===== config.mk =====
export PLATFORM = sky130hd
export DESIGN_NAME = rps_match_scorekeeper
export DESIGN_NICKNAME = d
export VERILOG_FILES = /design/src/rtl/rps_pkg.sv /design/src/rtl/rps_stable_detect.sv /design/src/rtl/rps_match_scorekeeper.sv
export SDC_FILE = /design/constraint.sdc
export NUM_CORES = 1
export LEC_CHECK = 0
export ABC_AREA = 1
export CAP_MARGIN = 20
export CORE_UTILIZATION = 64
export CTS_CLUSTER_DIAMETER = 40
export DETAILED_ROUTE_END_ITERATION = 12
export GPL_TIMING_DRIVEN = 0
export PLACE_DENSITY = 0.9
export SYNTH_ARGS = -nofsm -noshare
export SYNTH_HDL_FRONTEND = slang
export SYNTH_SLANG_ARGS = --single-unit

===== constraint.sdc =====
create_clock -name clk -period 5.8 [get_ports clk]
set_input_delay 1.74 -clock clk [delete_from_list [all_inputs] [get_ports clk]]
set_output_delay 1.74 -clock clk [all_outputs]
set_load 0.02 [all_outputs]

===== src/rtl/rps_pkg.sv =====
// Shared choice/result encodings, FSM state type and judge-code helpers for
// the rock-paper-scissors match scorekeeper.
package rps_pkg;

  localparam int unsigned CODE_W  = 3;
  localparam int unsigned STATE_W = 3;

  typedef logic [CODE_W-1:0]  code_t;
  typedef logic [STATE_W-1:0] state_t;

  localparam code_t ROCK      = 3'b001;
  localparam code_t SCISSORS  = 3'b010;
  localparam code_t PAPER     = 3'b100;
  localparam code_t EMPTY     = 3'b000;

  localparam code_t P1_WIN    = 3'b100;
  localparam code_t P2_WIN    = 3'b001;
  localparam code_t DRAW      = 3'b010;
  localparam code_t NO_WINNER = 3'b000;

  localparam state_t ST_IDLE       = 3'd0;
  localparam state_t ST_ARMED      = 3'd1;
  localparam state_t ST_SHOW       = 3'd2;
  localparam state_t ST_WAIT_CLEAR = 3'd3;
  localparam state_t ST_DONE       = 3'd4;

  // Judge codes outside the three legal results read as "no result".
  function automatic code_t sanitize_code(input code_t c);
    case (c)
      P1_WIN, P2_WIN, DRAW: sanitize_code = c;
      default:              sanitize_code = NO_WINNER;
    endcase
  endfunction

  function automatic logic is_choice(input code_t c);
    return (c == ROCK) || (c == SCISSORS) || (c == PAPER);
  endfunction

  // Result code a judge would produce for one pair of player choices.
  function automatic code_t judge(input code_t p1, input code_t p2);
    if (p1 == EMPTY || p2 == EMPTY || !is_choice(p1) || !is_choice(p2))
      return NO_WINNER;
    else if (p1 == p2)
      return DRAW;
    else if ((p1 == ROCK && p2 == SCISSORS) || (p1 == SCISSORS && p2 == PAPER) ||
             (p1 == PAPER && p2 == ROCK))
      return P1_WIN;
    else
      return P2_WIN;
  endfunction

endpackage


===== src/rtl/rps_stable_detect.sv =====
// Debounces the judge code: a legal non-zero code held for STABLE_CYCLES
// consecutive enabled cycles produces a one-cycle accept pulse.
module rps_stable_detect
  import rps_pkg::*;
#(
  parameter int unsigned STABLE_CYCLES = 4
) (
  input  logic  clk,
  input  logic  rst,
  input  logic  en_i,
  input  code_t code_i,
  output logic  accept_c_o,
  output code_t code_c_o
);

  localparam int unsigned CNT_W = 8;

  code_t            code_s_c;
  code_t            last_q, last_d;
  logic [CNT_W-1:0] cnt_q, cnt_d, run_c;

  always_comb begin
    code_s_c = sanitize_code(code_i);
    run_c    = '0;
    if (code_s_c != NO_WINNER)
      run_c = (code_s_c == last_q) ? cnt_q + CNT_W'(1) : CNT_W'(1);
    accept_c_o = en_i && (run_c == CNT_W'(STABLE_CYCLES));
    code_c_o   = code_s_c;
    // Run length restarts whenever disabled or just accepted.
    if (!en_i || accept_c_o) begin
      cnt_d  = '0;
      last_d = NO_WINNER;
    end else begin
      cnt_d  = run_c;
      last_d = code_s_c;
    end
  end

  always_ff @(posedge clk or posedge rst) begin
    if (rst) begin
      cnt_q  <= '0;
      last_q <= NO_WINNER;
    end else begin
      cnt_q  <= cnt_d;
      last_q <= last_d;
    end
  end

endmodule


===== src/rtl/rps_match_scorekeeper.sv =====
// Best-of-N rock-paper-scissors scorekeeper: debounced round acceptance,
// timed result display and match decision. Define RPS_DRAW_COUNT_EN to count draws.
module rps_match_scorekeeper
  import rps_pkg::*;
#(
  parameter int unsigned WIN_TARGET    = 2,
  parameter int unsigned STABLE_CYCLES = 4,
  parameter int unsigned HOLD_CYCLES   = 8
) (
  input  logic       clk,
  input  logic       rst,
  input  logic [2:0] winner_code,
  input  logic       match_start,
  output logic [3:0] p1_score,
  output logic [3:0] p2_score,
  output logic [4:0] round_cnt,
  output logic       show_result,
  output logic [2:0] round_result,
  output logic [2:0] match_winner,
  output logic [3:0] draw_cnt
);

  localparam int unsigned SCORE_W = 4;
  localparam int unsigned ROUND_W = 5;
  localparam int unsigned HOLD_W  = 26;

  state_t             state_q, state_d;
  logic [SCORE_W-1:0] p1_q, p1_d, p2_q, p2_d;
  logic [ROUND_W-1:0] round_q, round_d;
  logic               show_q, show_d;
  code_t              result_q, result_d, winner_q, winner_d;
  logic [HOLD_W-1:0]  hold_q, hold_d;
  logic               det_en_c, accept_c;
  code_t              accept_code_c;
`ifdef RPS_DRAW_COUNT_EN
  logic [SCORE_W-1:0] draw_q, draw_d;
`endif

  // A start pulse always wins over a same-cycle acceptance.
  assign det_en_c = (state_q == ST_ARMED) && !match_start;

  rps_stable_detect #(
    .STABLE_CYCLES(STABLE_CYCLES)
  ) u_detect (
    .clk       (clk),
    .rst       (rst),
    .en_i      (det_en_c),
    .code_i    (winner_code),
    .accept_c_o(accept_c),
    .code_c_o  (accept_code_c)
  );

  always_comb begin
    state_d  = state_q;
    p1_d     = p1_q;
    p2_d     = p2_q;
    round_d  = round_q;
    show_d   = show_q;
    result_d = result_q;
    winner_d = winner_q;
    hold_d   = hold_q;
`ifdef RPS_DRAW_COUNT_EN
    draw_d   = draw_q;
`endif
    if (match_start) begin
      p1_d     = '0;
      p2_d     = '0;
      round_d  = '0;
      show_d   = 1'b0;
      result_d = NO_WINNER;
      winner_d = NO_WINNER;
      hold_d   = '0;
`ifdef RPS_DRAW_COUNT_EN
      draw_d   = '0;
`endif
      state_d  = ST_ARMED;
    end else begin
      case (state_q)
        ST_ARMED: begin
          if (accept_c) begin
            result_d = accept_code_c;
            show_d   = 1'b1;
            hold_d   = '0;
            state_d  = ST_SHOW;
            if (!(&round_q)) round_d = round_q + ROUND_W'(1);
            if (accept_code_c == P1_WIN && !(&p1_q)) p1_d = p1_q + SCORE_W'(1);
            if (accept_code_c == P2_WIN && !(&p2_q)) p2_d = p2_q + SCORE_W'(1);
`ifdef RPS_DRAW_COUNT_EN
            if (accept_code_c == DRAW && !(&draw_q)) draw_d = draw_q + SCORE_W'(1);
`endif
          end
        end
        ST_SHOW: begin
          if (hold_q == HOLD_W'(HOLD_CYCLES - 1)) begin
            show_d = 1'b0;
            if (p1_q == SCORE_W'(WIN_TARGET)) begin
              winner_d = P1_WIN;
              state_d  = ST_DONE;
            end else if (p2_q == SCORE_W'(WIN_TARGET)) begin
              winner_d = P2_WIN;
              state_d  = ST_DONE;
            end else begin
              state_d  = ST_WAIT_CLEAR;
            end
          end else begin
            hold_d = hold_q + HOLD_W'(1);
          end
        end
        // Re-arm only once the judge has released its result.
        ST_WAIT_CLEAR: begin
          if (sanitize_code(winner_code) == NO_WINNER) state_d = ST_ARMED;
        end
        default: ;
      endcase
    end
  end

  always_ff @(posedge clk or posedge rst) begin
    if (rst) begin
      state_q  <= ST_IDLE;
      p1_q     <= '0;
      p2_q     <= '0;
      round_q  <= '0;
      show_q   <= 1'b0;
      result_q <= NO_WINNER;
      winner_q <= NO_WINNER;
      hold_q   <= '0;
    end else begin
      state_q  <= state_d;
      p1_q     <= p1_d;
      p2_q     <= p2_d;
      round_q  <= round_d;
      show_q   <= show_d;
      result_q <= result_d;
      winner_q <= winner_d;
      hold_q   <= hold_d;
    end
  end

`ifdef RPS_DRAW_COUNT_EN
  always_ff @(posedge clk or posedge rst) begin
    if (rst) draw_q <= '0;
    else     draw_q <= draw_d;
  end
  assign draw_cnt = draw_q;
`else
  assign draw_cnt = '0;
`endif

  assign p1_score     = p1_q;
  assign p2_score     = p2_q;
  assign round_cnt    = round_q;
  assign show_result  = show_q;
  assign round_result = result_q;
  assign match_winner = winner_q;

endmodule

Yosys cells after proc, flatten, opt, wreduce, memory -nomap -nowiden
Cells that the tools add are included.
Cells by class
  reduce and logical (&&, ||, !) cells: 32
  $add $sub $neg: 5
  equality and inequality tests: 18
  muxes and demuxes: 42
Operators with widths (count)
  2-to-1 mux 26 bit: 3
  2-to-1 mux 3 bit: 18
  case mux 26 bit (2 select lines): 1
  2-to-1 mux 4 bit: 8
  adder 26 x 1 -> 26 bit (second input constant): 1
  equality test 26 x 3 -> 1 bit (second input constant): 1
  2-to-1 mux 8 bit: 3
  2-to-1 mux 5 bit: 4
  AND reduction 3 bit: 6
  inequality test 3 bit (second input constant): 4
  AND reduction 4 bit: 3
  nonzero test 2 bit: 6
  equality test 3 x 1 -> 1 bit (second input constant): 3
  equality test 3 x 2 -> 1 bit (second input constant): 3
  case mux 3 bit (3 select lines): 1
  nonzero test 3 bit: 3
  adder 4 x 1 -> 4 bit (second input constant): 2
  adder 8 x 1 -> 8 bit (second input constant): 1
  equality test 4 x 2 -> 1 bit (second input constant): 2
  equality test 8 x 3 -> 1 bit (second input constant): 1
  equality test 3 bit (second input constant): 2
  adder 5 x 1 -> 5 bit (second input constant): 1
  AND reduction 5 bit: 1
  logical AND 1 bit: 4
  10 further kinds: 15
Storage, ports and cells
  input bits: 6
  output and inout port bits: 24
  word-level logic and storage cells: 107
  flip-flop bits (word level): 60

Longest topological paths before layout
Gate-level depths: netlist of run 1.
  word-level depth: 11
  depth in mapped cells: 15

Modules after synthesis
From an unflattened synthesis of run 1, not the netlist that was laid out.
Unflattened totals
  cell total of the unflattened synthesis: 590
  area, all modules: 3992.6 µm²
Modules (own cells, without submodules)
  rps_match_scorekeeper: cells an instance 485, area each 3286.9 µm², seq. area each 1201.2 µm², times used 1
  rps_stable_detect: cells an instance 105, area each 705.7 µm², seq. area each 275.3 µm², times used 1

Least setup slack after synthesis of run 1
Ideal clock, no wire load.
  path type: input -> register
  from: input port winner_code[0]
  to: register round_q[0] (netlist: round_cnt[0])
  arrival time: 2978 ps
  path slack: 2703 ps
  stages: 14
  cells stage by stage: nor2_2 nand2_2 nand2_1 nand2_2 nor2_4 nand3_2 nand2_2 inv_1 nor2_2 nand3_2 nand2_4 nand2_4 nand2_1 nand2_1
Between the ends
  cells in the longest elaborated chain, start to end: 10
RTL lines
  from (decl): RTL line rps_match_scorekeeper.sv:12  | input logic [2:0] winner_code,
  equality test 3 bit (tied with other cells): RTL line rps_pkg.sv:29  | case (c)
  OR reduction 3 bit: RTL line rps_pkg.sv:29
  2-to-1 mux 3 bit *: RTL line rps_pkg.sv:29
  equality test 3 bit: RTL line rps_stable_detect.sv:26  | run_c = (code_s_c == last_q) ? cnt_q + CNT_W'(1) : CNT_W'(1);
  2-to-1 mux 8 bit: RTL line rps_stable_detect.sv:26
  2-to-1 mux 8 bit *: RTL line rps_stable_detect.sv:25  | if (code_s_c != NO_WINNER)
  equality test 8 x 3 -> 1 bit *: RTL line rps_stable_detect.sv:27  | accept_c_o = en_i && (run_c == CNT_W'(STABLE_CYCLES));
  logical AND 1 bit *: RTL line rps_stable_detect.sv:27
  nonzero test 2 bit (no source line) *
  AND reduction 3 bit (no source line) *
  to (signal assigned): RTL line rps_match_scorekeeper.sv:132  | round_q <= round_d;
  to (decl): RTL line rps_match_scorekeeper.sv:29  | logic [ROUND_W-1:0] round_q, round_d;
Mark *: on every way between the ends. The rest lies on a longest branch, timed or not.
A chain may end at the register's enable or synchronous reset.

Final worst setup path of run 1
  from: input port winner_code[1]
  to: register round_q[2] (netlist: round_cnt[2])
Same word-level chain as after synthesis.

==> impl_metrics.toml, run 1 <==
[sta]
post-route-period-util_pct = 62.5
final-setup-viol-count = 0
slew_violations = 0
fin_crit_ns = 3.62
skew_ns = 0.0103
layout_setup_ws_ns = 2.18
worst_pin_slew_ns = 0.830
slew_headroom_pct = 44.1
max_freq_ghz = 0.276
rsz0062_at_grt = "false"
finalHoldViolCount = 0
fin_setup_tns_ns = 0

[routing]
vias = 3785
firstDrtPassIters = 5
via_per_inst = 5.68
wl_per_cell_um = 14.7
drc = 0
ant_nets = 0
wirelength_mm = 9.80
drtIter0Drc = 356

[placed_design]
port_buffers = 24
place_congestion = 0.998
place_hpwl_mm = 7.18
pre_cts_ws_ns = 1.90

[synthesis]
netlist_area_um2 = 3920
synth-warning-count = 0
ys_seq_area_share_pct = 37.7
ys_async_sr_fraction_pct = 100
ys.flop_type = "dfrtp_1"
ys_ff_latch = 59
synth-edff-count = 0
syn_inst = 547
synth_area_per_cell_um2 = 7.17
ys_types = 40

[clock_network]
cts-resized-gates = 0
clockBufferDepth = 2
cts.clk_slew.worst_paths_ns = 0.06
clock_latency_ns = 0.34
numCtsBuffers = 9
cts_hold_buf = 0
htreeDepth = 3
cts_tree = "done"
clkSinkCount = 59
cts_setup_buffers = 0
cts_root_buf = "clkbuf_8"

[critical_path]
cpMostUsedCell = "nand2_1"
critPathLaunch = "winner_code[1]"
cp.arrival_ns = 3.85
cp-start-kind = "input port"
slowest_delay_ns = 0.49
path_max_fanout = 10
worstPathRequired_ns = 6.03
criticalPathCategory = "input port to flop"
crit_chain = "clkdlybuf4s50_1, inv_2, nand3_2, nand2_1, nand2_1, nor2_4, nand3_2, nand2_2, inv_1, nor2_2, nand3_2, nand2_4, nand2_4, nand2_1, nand2_1"
reg2reg_from = "u_detect.cnt_q[0]$_DFF_PP0_"
crit_path_top_delay_cell = "clkdlybuf4s50_1"
crit_path_end_kind = "flop"

[cells_and_area]
antennaDiodeCount = 0
fin_util_pct = 75.2
syn2layout_area_growth_pct = 13.5
layout.nets = 601
fillCellCount = 459
multiInputGateArea_um2 = 2110
seqCellArea_um2 = 1480
final_layout_size_suffix_gt1_share_pct = 9.31

[floorplanning]
fp.dieW_um = 80.3
row_count = 28
start_util_pct = 66.2
die_h_um = 80.3
die-area_um2 = 6440
core-area_um2 = 5920
pin_count = 30

[min_path]
hold_class = "flop to flop"
hold_start = "hold_q[0]$_DFFE_PP0P_"

[global_routing]
grt_max_degree = 39
grt_use_total_pct = 32.8
antenna_found_initial = 0
grt_pass1_vias = 3376
grt_overflow_total = 0
grt_pass1_wl_mm = 16.0

[power]
intPower_w = 0.000675
seqPwrFrac_pct = 43.0
p_switching_w = 0.000374
pwr_density_cell_nw_per_um2 = 236
pwr-share-clk_pct = 30.5
p_total_w = 0.00105
p_sw_share_pct = 35.7
p_leak_nw = 2.18
peakVddDrop_mv = 0.179
pwr-share-comb_pct = 26.6

[job]
cap_violations = 0

[outcome]
status = "finished clean"
-- stage by stage --
stage | std cells | cell area, um^2 | hold WS [ns]
floorplan | 551 | 3940 | 0.442
global placement | 650 | 4270 | 0.465
detailed placement | 651 | 4290 | 0.493
CTS | 666 | 4450 | 0.503
global route | 666 | 4450 | 0.526
finish | 666 | 4450 | 0.499
-- cell families (layout without fill, tap and decap cells) --
family,count (synthesis),after routing,share of synthesized area (%)
xor gates and xnor gates,12,12,3.16
and+or+nand+nor,346,346,42.1
AOI/OAI and AO/OA,37,37,5.49
other,1,5,0.0956
adders and majority gates,8,8,2.55
DFF,59,59,37.7
buffers and inverters,84,124,9.00
-- synth_stat cells, types with 3 or more instances --
library cell,n,share of area [%]
nor2_2,4,0.64
nand3_2,4,1.0
nand3b_1,5,0.96
nor3_1,18,2.3
o21ai_1,10,1.3
inv_1,63,6.0
nand2_1,147,14
a21oi_1,6,0.77
nand2_4,3,0.86
ha_1,8,2.6
nand2_2,7,1.1
buf_2,3,0.38
clkbuf_1,9,0.86
a21o_1,5,0.96
buf_4,5,0.96
o21ai_0,9,1.1
xor2_1,9,2.0
nand4_1,25,4.0
nor2_1,57,5.5
dfrtp_1,59,38
nand3_1,61,7.8
nor4_1,5,0.80
-- cell type report --
cell class	instances	area share, %
Timing Repair Buffer	25	5.85
Buffer	19	2.45
Tap cell	75	2.11
Sequential cell	59	33.2
Inverter	65	5.48
Clock inverter	3	0.337
Clock buffer	12	3.26
Multi-Input combinational cell	408	47.3
-- layer usage --
layer / GRT usage [%] / vias up / wire, um
met3: 4.89 / 18 / 606
met2: 51.1 / 133 / 4480
li1: - / 1856 / -
met4: 13.2 / 0 / 219
met5: 6.36 / - / 0
met1: 45.0 / 1778 / 4490
-- state kept, by name, indices dropped and copies added (netlist names) --
signal,count
p2_score,4
state_q,3
round_result,3
match_winner,2
u_detect.cnt_q,8
u_detect.last_q,3
round_cnt,5
hold_q,26
show_result,1
p1_score,4
-- worst paths after layout --
path,slack (ns),endpoint,depth (start not counted)
worst max register to register,3.44,round_cnt[2]$_DFFE_PP0P_,14
min in group asynchronous,1.75,hold_q[9]$_DFFE_PP0P_,2
worst min-delay path,0.50,hold_q[0]$_DFFE_PP0P_,1
max in group asynchronous,3.48,round_cnt[2]$_DFFE_PP0P_,3
worst min register to register,0.50,hold_q[0]$_DFFE_PP0P_,1
worst max-delay path,2.18,round_cnt[2]$_DFFE_PP0P_,15
-- worst max-delay path, delay by kind of cell --
family                 cells  cell delay (ns)
and+or+nand+nor           12             1.41
buffers and inverters      3             0.69
-- power by group through the flow --
stage / Sequential (W) / Combinational [W] / Clock [W]
after global routing: 0.000453 / 0.000303 / 0.000337
after global placement: 0.000457 / 0.000266 / 0
after floorplan: 0.000460 / 0.000192 / 0
final: 0.000450 / 0.000279 / 0.000320
after detailed placement: 0.000457 / 0.000274 / 0
after CTS: 0.000450 / 0.000275 / 0.000321
-- placed cells by master (no fill, tap or decap), drive strengths merged --
| master | Yosys | routed |
|---|---|---|
| nand3 | 67 | 67 |
| o21bai | 2 | 2 |
| dfrtp | 59 | 59 |
| nor2 | 62 | 62 |
| a21o | 5 | 5 |
| or2 | 1 | 1 |
| clkdlybuf4s50 | 0 | 24 |
| ha | 8 | 8 |
| nand4 | 27 | 27 |
| conb | 1 | 5 |
| o211ai | 1 | 1 |
| o21ai | 20 | 20 |
| a31oi | 1 | 1 |
| nor3 | 19 | 19 |
| xor2 | 10 | 10 |
| a21oi | 6 | 6 |
| inv | 65 | 65 |
| nor3b | 1 | 1 |
| clkbuf | 9 | 21 |
| xnor2 | 2 | 2 |
| nand2 | 157 | 157 |
| nand3b | 5 | 5 |
| and3 | 1 | 1 |
| nor4 | 6 | 6 |
| buf | 10 | 11 |
| o21a | 2 | 2 |
| clkinv | 0 | 3 |
Note: power is estimated with default switching activity, not from simulation.
==> inputs of run 2 (changes only) <==
CORE_UTILIZATION = 53   (was 64)
PLACE_DENSITY = 0.8   (was 0.9)
clock period = 3.3 ns   (was 5.8 ns; I/O delays follow)
==> run 2 against run 1 <==
  * Clock skew fell by 0.0033 ns
  * Sequential power rose by 76%
  * Non-clock buffer count did not move
  * Largest cell class unchanged
==> impl_metrics.toml, run 2 (same netlist as run 1, synthesis figures left out) <==
[sta]
finalHoldViolCount = 0
layout_setup_ws_ns = 0.426
rsz0062_at_grt = "false"
slew_headroom_pct = 41.3
final-setup-viol-count = 0
worst_hold_slack_ns = 0.503
fin_crit_ns = 2.87
skew_ns = 0.00701
worst_pin_slew_ns = 0.872
slew_violations = 0
max_freq_ghz = 0.348
post-route-period-util_pct = 87.1

[floorplanning]
fp.dieW_um = 88.0
die-area_um2 = 7750
start_util_pct = 56.2
row_count = 30
die_h_um = 88.0
pin_count = 30
core-area_um2 = 6980

[clock_network]
htreeDepth = 3
cts_tree = "done"
clkSinkCount = 59
cts_root_buf = "clkbuf_8"
clockBufferDepth = 2
numCtsBuffers = 9
clock_latency_ns = 0.34
cts.clk_slew.worst_paths_ns = 0.07
cts_setup_buffers = 0
cts-resized-gates = 0
cts_hold_buf = 0

[cells_and_area]
antennaDiodeCount = 0
mostFrequentLayoutCell = "nand2_1"
regMostFlops = "hold_q"
fin_util_pct = 64.6
final_layout_size_suffix_gt1_share_pct = 9.31
largest_register_ffs = 26
fin_area_um2 = 4510
syn2layout_area_growth_pct = 15.0
layout.nets = 601
final_cell_mix = "nand2_1, inv_1, nand3_1"

[routing]
via_per_inst = 5.52
wirelength_mm = 9.87
ant_nets = 0
firstDrtPassIters = 5
vias = 3789
drc = 0
drtIter0Drc = 276
wl_per_cell_um = 14.4

[critical_path]
cp.arrival_ns = 3.07
r2r_cells = 13
crit_chain = "clkdlybuf4s50_1, inv_1, nand3_4, nand3_4, nand2_2, nand3_1, nor2_2, nand4_2, nand2_2, nand2_4, buf_6, nand2_1, o21ai_1"
reg2reg_from = "u_detect.cnt_q[0]$_DFF_PP0_"
rrSetupSlack_ns = 1.02
r2r_end = "hold_q[10]$_DFFE_PP0P_"
cp_top_family = "simple AND/OR/NAND/NOR gates"
path_buf_inv = 3
crit_path_end_kind = "flop"
cp-start-kind = "input port"
criticalPathCategory = "input port to flop"
worstPathRequired_ns = 3.50
path_max_fanout = 10
slowest_delay_ns = 0.56
crit_path_top_delay_cell = "clkdlybuf4s50_1"
critPathLaunch = "winner_code[0]"

[power]
peakVddDrop_mv = 0.236
p_total_w = 0.00195
p_leak_nw = 2.19
pwr_density_cell_nw_per_um2 = 432

[min_path]
hold-path-cell-count = 2
hold_class = "flop to flop"
whs_endpoint = "state_q[0]$_DFFE_PP0P_"
hold_start = "state_q[0]$_DFFE_PP0P_"

[global_routing]
grt_overflow_total = 0
grt_pass1_vias = 3493
grt_pass1_wl_mm = 16.4
antenna_found_initial = 0
grt_max_degree = 40
grt_use_total_pct = 27.7

[placed_design]
port_buffers = 24
place_congestion = 0.919
place_hpwl_mm = 7.09
pre_cts_ws_ns = 0.117
placed_cell_area_um2 = 4320

[job]
cap_violations = 0

[outcome]
status = "finished clean"
-- run 2: layer usage --
metal	track usage (%)	vias up	share of wire, %
li1	-	1855	-
met1	38.9	1793	46
met4	10.1	0	1.8
met5	0	-	0
met3	3.68	13	6.0
met2	43.9	128	47
-- run 2: cell type report --
cell class	count	area, um^2
Multi-Input combinational cell	408	2110
Clock buffer	13	159
Clock inverter	2	35.0
Sequential cell	59	1480
Fill cell	655	2470
Tap cell	96	120
Inverter	65	244
Timing Repair Buffer	25	260
Buffer	19	109
-- run 2: worst reg2reg max path, delay by kind of cell (launching register included) --
kind	cells	cell delay, ns
AND/OR/NAND/NOR	8	0.91
flip-flops	1	0.48
adder cells (fa/ha/maj)	1	0.29
AO/OA/AOI/OAI	2	0.24
buffers and inverters	2	0.23
-- run 2: metrics by stage --
step / instances / TNS (ns)
detailed placement: 672 / 0
CTS: 687 / 0
finish: 687 / 0
global route: 687 / 0
global placement: 671 / -15.24
floorplan: 551 / 0
-- run 2: worst max path at each step --
stage,end,cells after the start
floorplan,hold_q[0]$_DFFE_PP0P_,1
global placement,p1_score[2]$_DFFE_PP0P_,2
detailed placement,hold_q[9]$_DFFE_PP0P_,13
CTS,hold_q[10]$_DFFE_PP0P_,13
global route,hold_q[5]$_DFFE_PP0P_,14
finish,hold_q[10]$_DFFE_PP0P_,13
-- run 2: power breakdown --
part           internal, W  total [W]  switching (W)
Combinational     0.000145   0.000484       0.000339
Clock             0.000386   0.000671       0.000285
Sequential        0.000755   0.000793      0.0000374
